### config.mk
export PLATFORM = sky130hd
export DESIGN_NAME = seg7_scan_driver
export DESIGN_NICKNAME = d
export VERILOG_FILES = /design/src/rtl/seg7_pkg.sv /design/src/rtl/seg7_hex_decode.sv /design/src/rtl/seg7_scan_driver.sv
export SDC_FILE = /design/constraint.sdc
export NUM_CORES = 1
export LEC_CHECK = 0
export ABC_AREA = 0
export BUFFER_PORTS_ARGS = -buffer_cell sky130_fd_sc_hd__buf_2
export CAP_MARGIN = 20
export CORE_MARGIN = 3
export CORE_UTILIZATION = 53
export CTS_CLUSTER_DIAMETER = 30
export DETAILED_ROUTE_END_ITERATION = 8
export PLACE_DENSITY = 0.84
export SLEW_MARGIN = 20
export SYNTH_ARGS = -nofsm -noshare
export SYNTH_HDL_FRONTEND = slang
export SYNTH_SLANG_ARGS = --single-unit
### constraint.sdc
create_clock -name clk -period 3.15 [get_ports clk]
set_input_delay 0.4725 -clock clk [delete_from_list [all_inputs] [get_ports clk]]
set_output_delay 0.4725 -clock clk [all_outputs]
set_load 0.005 [all_outputs]
### src/rtl/seg7_pkg.sv
// rtl/seg7_pkg.sv - shared segment encodings and hex decode helper for seg7_scan_driver
//
// Contents:
//   SEG_A..SEG_G  bit positions of each segment in a 7-bit pattern (a = bit 0)
//   SEG_TABLE     active-high segment patterns for hex digits 0..F
//   hex_to_seg()  nibble -> active-high segment pattern
package seg7_pkg;

    localparam int SEG_A = 0;
    localparam int SEG_B = 1;
    localparam int SEG_C = 2;
    localparam int SEG_D = 3;
    localparam int SEG_E = 4;
    localparam int SEG_F = 5;
    localparam int SEG_G = 6;

    // Patterns are written g..a, so the leftmost bit is segment g.
    localparam logic [6:0] SEG_TABLE [16] = '{
        7'b0111111, 7'b0000110, 7'b1011011, 7'b1001111,
        7'b1100110, 7'b1101101, 7'b1111101, 7'b0000111,
        7'b1111111, 7'b1101111, 7'b1110111, 7'b1111100,
        7'b0111001, 7'b1011110, 7'b1111001, 7'b1110001
    };

    function automatic logic [6:0] hex_to_seg(input logic [3:0] nibble);
        return SEG_TABLE[nibble];
    endfunction

endpackage

### src/rtl/seg7_hex_decode.sv
// rtl/seg7_hex_decode.sv - combinational hex nibble to active-high 7-segment decoder
//
// Ports:
//   nibble  in   4  hex digit 0..F
//   seg_hi  out  7  active-high segments, seg_hi[0]=a .. seg_hi[6]=g
module seg7_hex_decode
    import seg7_pkg::*;
(
    input  logic [3:0] nibble,
    output logic [6:0] seg_hi
);

    assign seg_hi = hex_to_seg(nibble);

endmodule

### src/rtl/seg7_scan_driver.sv
// rtl/seg7_scan_driver.sv - time-multiplexed N-digit 7-segment scan driver with shadow load
//
// Ports:
//   clk       in   1           system clock
//   rst       in   1           synchronous reset, active-high
//   value     in   4*N_DIGITS  hex nibbles, digit k = value[4k+3:4k], digit 0 rightmost
//   dp_in     in   N_DIGITS    decimal point request per digit
//   blank_in  in   N_DIGITS    force digit dark
//   lz_en     in   1           leading-zero suppression enable
//   load      in   1           capture value/dp_in/blank_in/lz_en into shadow
//   seg       out  7           segments a..g (registered, polarity per SEG_ACTIVE_LOW)
//   dp        out  1           decimal point (registered, polarity per SEG_ACTIVE_LOW)
//   an        out  N_DIGITS    digit enables (registered, polarity per AN_ACTIVE_LOW)
module seg7_scan_driver
    import seg7_pkg::*;
#(
    parameter int N_DIGITS       = 4,
    parameter int CLK_DIV        = 50000,
    parameter int SEG_ACTIVE_LOW = 1,
    parameter int AN_ACTIVE_LOW  = 1
) (
    input  logic                  clk,
    input  logic                  rst,
    input  logic [4*N_DIGITS-1:0] value,
    input  logic [N_DIGITS-1:0]   dp_in,
    input  logic [N_DIGITS-1:0]   blank_in,
    input  logic                  lz_en,
    input  logic                  load,
    output logic [6:0]            seg,
    output logic                  dp,
    output logic [N_DIGITS-1:0]   an
);

    localparam int DIV_W = $clog2(CLK_DIV);
    localparam int IDX_W = (N_DIGITS > 1) ? $clog2(N_DIGITS) : 1;

    localparam logic [6:0]          SEG_OFF = (SEG_ACTIVE_LOW != 0) ? 7'h7F : 7'h00;
    localparam logic                DP_OFF  = (SEG_ACTIVE_LOW != 0);
    localparam logic [N_DIGITS-1:0] AN_OFF  = (AN_ACTIVE_LOW != 0) ? '1 : '0;

    logic [DIV_W-1:0]      div_cnt;
    logic [IDX_W-1:0]      idx;
    logic [4*N_DIGITS-1:0] value_sh;
    logic [N_DIGITS-1:0]   dp_sh;
    logic [N_DIGITS-1:0]   blank_sh;
    logic                  lz_sh;

    logic [N_DIGITS-1:0]   lz_mask;
    logic                  still_zero;
    logic [3:0]            cur_nibble;
    logic                  cur_dark;
    logic                  cur_dp;
    logic [N_DIGITS-1:0]   cur_an;
    logic [6:0]            dec_seg;
    logic [6:0]            seg_act;
    logic                  dp_act;
    logic [N_DIGITS-1:0]   an_act;

    // lz_mask[k] marks digits above the highest nonzero nibble. Digit 0 is
    // excluded so an all-zero value still shows a single "0".
    always_comb begin
        lz_mask    = '0;
        still_zero = 1'b1;
        for (int k = N_DIGITS - 1; k >= 1; k--) begin
            if (still_zero && (value_sh[4*k +: 4] == 4'h0)) begin
                lz_mask[k] = 1'b1;
            end else begin
                still_zero = 1'b0;
            end
        end
    end

    // Select the current digit with a compare loop so idx never indexes out of range.
    always_comb begin
        cur_nibble = 4'h0;
        cur_dark   = 1'b1;
        cur_dp     = 1'b0;
        cur_an     = '0;
        for (int k = 0; k < N_DIGITS; k++) begin
            if (int'(idx) == k) begin
                cur_nibble = value_sh[4*k +: 4];
                cur_dark   = blank_sh[k] | (lz_sh & lz_mask[k]);
                cur_dp     = dp_sh[k];
                cur_an[k]  = 1'b1;
            end
        end
    end

    seg7_hex_decode u_decode (
        .nibble (cur_nibble),
        .seg_hi (dec_seg)
    );

    // Slot phase 0 is the anti-ghosting gap: everything dark while the anode switches.
    always_comb begin
        seg_act = 7'h00;
        dp_act  = 1'b0;
        an_act  = '0;
        if ((div_cnt != '0) && !cur_dark) begin
            seg_act = dec_seg;
            dp_act  = cur_dp;
            an_act  = cur_an;
        end
    end

    always_ff @(posedge clk) begin
        if (rst) begin
            div_cnt  <= '0;
            idx      <= '0;
            value_sh <= '0;
            dp_sh    <= '0;
            blank_sh <= '0;
            lz_sh    <= 1'b0;
            seg      <= SEG_OFF;
            dp       <= DP_OFF;
            an       <= AN_OFF;
        end else begin
            if (div_cnt == DIV_W'(CLK_DIV - 1)) begin
                div_cnt <= '0;
                idx     <= (idx == IDX_W'(N_DIGITS - 1)) ? '0 : idx + 1'b1;
            end else begin
                div_cnt <= div_cnt + 1'b1;
            end
            if (load) begin
                value_sh <= value;
                dp_sh    <= dp_in;
                blank_sh <= blank_in;
                lz_sh    <= lz_en;
            end
            seg <= seg_act ^ SEG_OFF;
            dp  <= dp_act ^ DP_OFF;
            an  <= an_act ^ AN_OFF;
        end
    end

endmodule
==> results.ini <==
[clock_network]
clk_latency_ns = 0.32
cts_setup_buffers = 0
cts_resized = 0
cts_buffers = 5
clk_pin_slew_ns = 0.10
clock_path_buffers = 2
cts.sinks = 55
tritoncts = done
ctsHoldBuffers = 0
cts-htree-levels = 2
clockRootBuffer = clkbuf_8

[critical_path]
critPathArrivalTime_ns = 2.82
crit_path_end_kind = flop
r2r-start = idx[1]
cp-start-kind = flop
r2r_end = seg[6]
path_max_fanout = 13
critPathKind = flop to flop
r2r_slack_ns = 0.53
cp-endpoint = seg[6]
startpoint = idx[1]
cp.required_ns = 3.35
reg2reg_depth = 9

[cells_and_area]
nets = 350
nFillCells = 393
drive_gt1_frac = 0.177
antenna_cells = 0
area_growth_pct = 11.2

[sta]
tightestPinTransition_ns = 0.741
slew_headroom = 0.506
final_hold_viol_count = 0
fmax_mhz = 381
setup_viol = 0
fin_skew_ns = 0.0147
slew_viol_final = 0
rsz0062_at_grt = false
min_period_ns = 2.62
holdWs_ns = 0.386
post-route-period-util = 0.833
setup-tns-final_ns = 0

[yosys]
synth-seq-cells = 55
yosys.area.top_type = dfxtp_1
synth_warnings = 0
synth.avg_cell_area_um2 = 9.37
synthesis.instances = 274
synth_edf_count = 0
async_reset_ff_frac = 0
synthFlopType = dfxtp_1
synth_common_cells = dfxtp_1 (55), nor2_1 (49), mux2i_1 (29)
syn-num-nets = 314
synth_most_common_cell = dfxtp_1
synthTopCellsByArea = dfxtp_1 (43%), mux2i_1 (11%), nor2_1 (7.2%), ha_1 (5.8%), xnor2_1 (2.7%)
ys_types = 43
synth_area_um2 = 2570
yosysSeqAreaShare = 0.429
synth_top_cell_area_share = 0.429

[grt]
busiest_layer = met2
grt_overflow_total = 0
antenna_found_initial = 0
grtUsageMet1 = 0.243
grt_first_pass_wirelength_mm = 8.17
use_met2 = 0.304
grt_max_degree = 31
groute.usage.overall = 0.192
met3_usage = 0.0475
grt_pass1_vias = 1810

[floorplan]
die_h_um = 75.6
initial_core_util = 0.570
core_area_um2 = 4500
die_w_um = 75.6
row_count = 24
dieArea_um2 = 5720
io_pins = 40

[power]
ir_drop_mv = 0.273
leakage_nw = 1.16
power.density_nw_per_um2 = 443
p_total_mw = 1.27

[detailed_routing]
routed_wl_mm = 5.09
first_pass_iters = 4
vias_per_cell = 5.49
wl_per_cell_um = 14.0
dr.first_iter.drc_count = 133
drc = 0
via_count = 1994
final_antenna_net_count = 0

[place]
port_buffers = 39
hpwl_mm = 3.78
place.gp.congestion = 0.955

[outcome]
status = finished, final reports clean

[run]
maxCapViolCount = 0

[min_path]
hold_class = input port to flop

-- flip-flops by register name (all words and copies together), names as in the netlist --
| signal | cells |
|---|---|
| dp | 1 |
| dp_sh | 4 |
| blank_sh | 4 |
| idx | 2 |
| value_sh | 16 |
| seg | 7 |
| an | 4 |
| lz_sh | 1 |
| div_cnt | 16 |
-- how the worst min path moves through the flow --
stage,from,endpoint,cells past startpoint
after floorplan,blank_sh[3],an[3],2
after detailed placement,div_cnt[0],div_cnt[0],1
after CTS,value[6],value_sh[6],3
final,value[6],value_sh[6],3
after global routing,blank_in[0],blank_sh[0],3
after global placement,div_cnt[0],div_cnt[0],1
-- per-stage QoR --
step                 util  instance area [um2]  worst slack, ns  instances
finish              0.634                 2860            0.526        363
global route        0.634                 2860            0.322        363
CTS                 0.634                 2860            0.503        363
detailed placement  0.615                 2770            0.529        355
global placement    0.615                 2770            0.701        355
floorplan               -                 2570            0.816        274
-- worst max-delay path, stage by stage (launching register included) --
cell	delay [ns]
dfxtp_1	0.40
inv_1	0.08
ha_1	0.31
nand3b_1	0.22
a221oi_1	0.58
inv_1	0.21
ha_1	0.26
mux2_1	0.29
nand2_1	0.08
o211ai_2	0.08
-- cells by family (layout without fill, tap and decap cells) --
logic type,count (synthesis),after routing,share of synthesized area
AO/OA/AOI/OAI,28,28,0.0887
flip-flops,55,55,0.429
XOR/XNOR,14,14,0.0477
adder cells (fa/ha/maj),12,12,0.0584
multiplexers,32,32,0.126
AND/OR/NAND/NOR,107,107,0.202
buffers and inverters,26,63,0.0487
-- power by group --
group	switching (mW)	internal, mW
registers	0.0213	0.728
logic	0.0759	0.0696
clock network	0.216	0.156
total	0.314	0.953
-- layout by cell type (no fill, tap or decap), types with 2 or more instances in the layout --
| cell | netlist | layout |
|---|---|---|
| nand2_1 | 18 | 18 |
| nor4_1 | 5 | 5 |
| buf_4 | 2 | 2 |
| o211ai_1 | 2 | 2 |
| mux2_1 | 2 | 2 |
| buf_2 | 4 | 39 |
| or2b_1 | 2 | 2 |
| nand4_1 | 3 | 3 |
| nor3b_1 | 3 | 3 |
| nand3_1 | 10 | 10 |
| a21oi_1 | 5 | 5 |
| nor2_1 | 49 | 49 |
| a221oi_4 | 2 | 2 |
| nand3b_1 | 3 | 3 |
| o21ai_1 | 2 | 2 |
| nor3_1 | 2 | 2 |
| xor2_1 | 6 | 6 |
| a211oi_1 | 4 | 4 |
| or2_2 | 2 | 2 |
| inv_1 | 14 | 14 |
| o21ai_0 | 5 | 5 |
| xnor2_1 | 8 | 8 |
| nand2b_1 | 3 | 3 |
| clkbuf_8 | 0 | 5 |
| ha_1 | 12 | 12 |
| o221ai_1 | 2 | 2 |
| dfxtp_1 | 55 | 55 |
| mux2i_1 | 29 | 29 |
-- area by class of cell --
type,count,area [um2],area share
Clock buffer,6,72.6,0.0254
Clock inverter,2,12.5,0.00438
Inverter,14,52.6,0.0184
Multi-Input combinational cell,193,1340,0.470
Sequential cell,55,1100,0.385
Tap cell,52,65.1,0.0228
Timing Repair Buffer,41,210,0.0736
-- layer usage --
| layer | wire length (um) | up-vias |
|---|---|---|
| li1 | - | 1002 |
| met1 | 2400 | 929 |
| met2 | 2320 | 49 |
| met3 | 228 | 14 |
| met4 | 133 | 0 |
| met5 | 0 | - |
No activity file was read; power rests on OpenSTA's default activity.
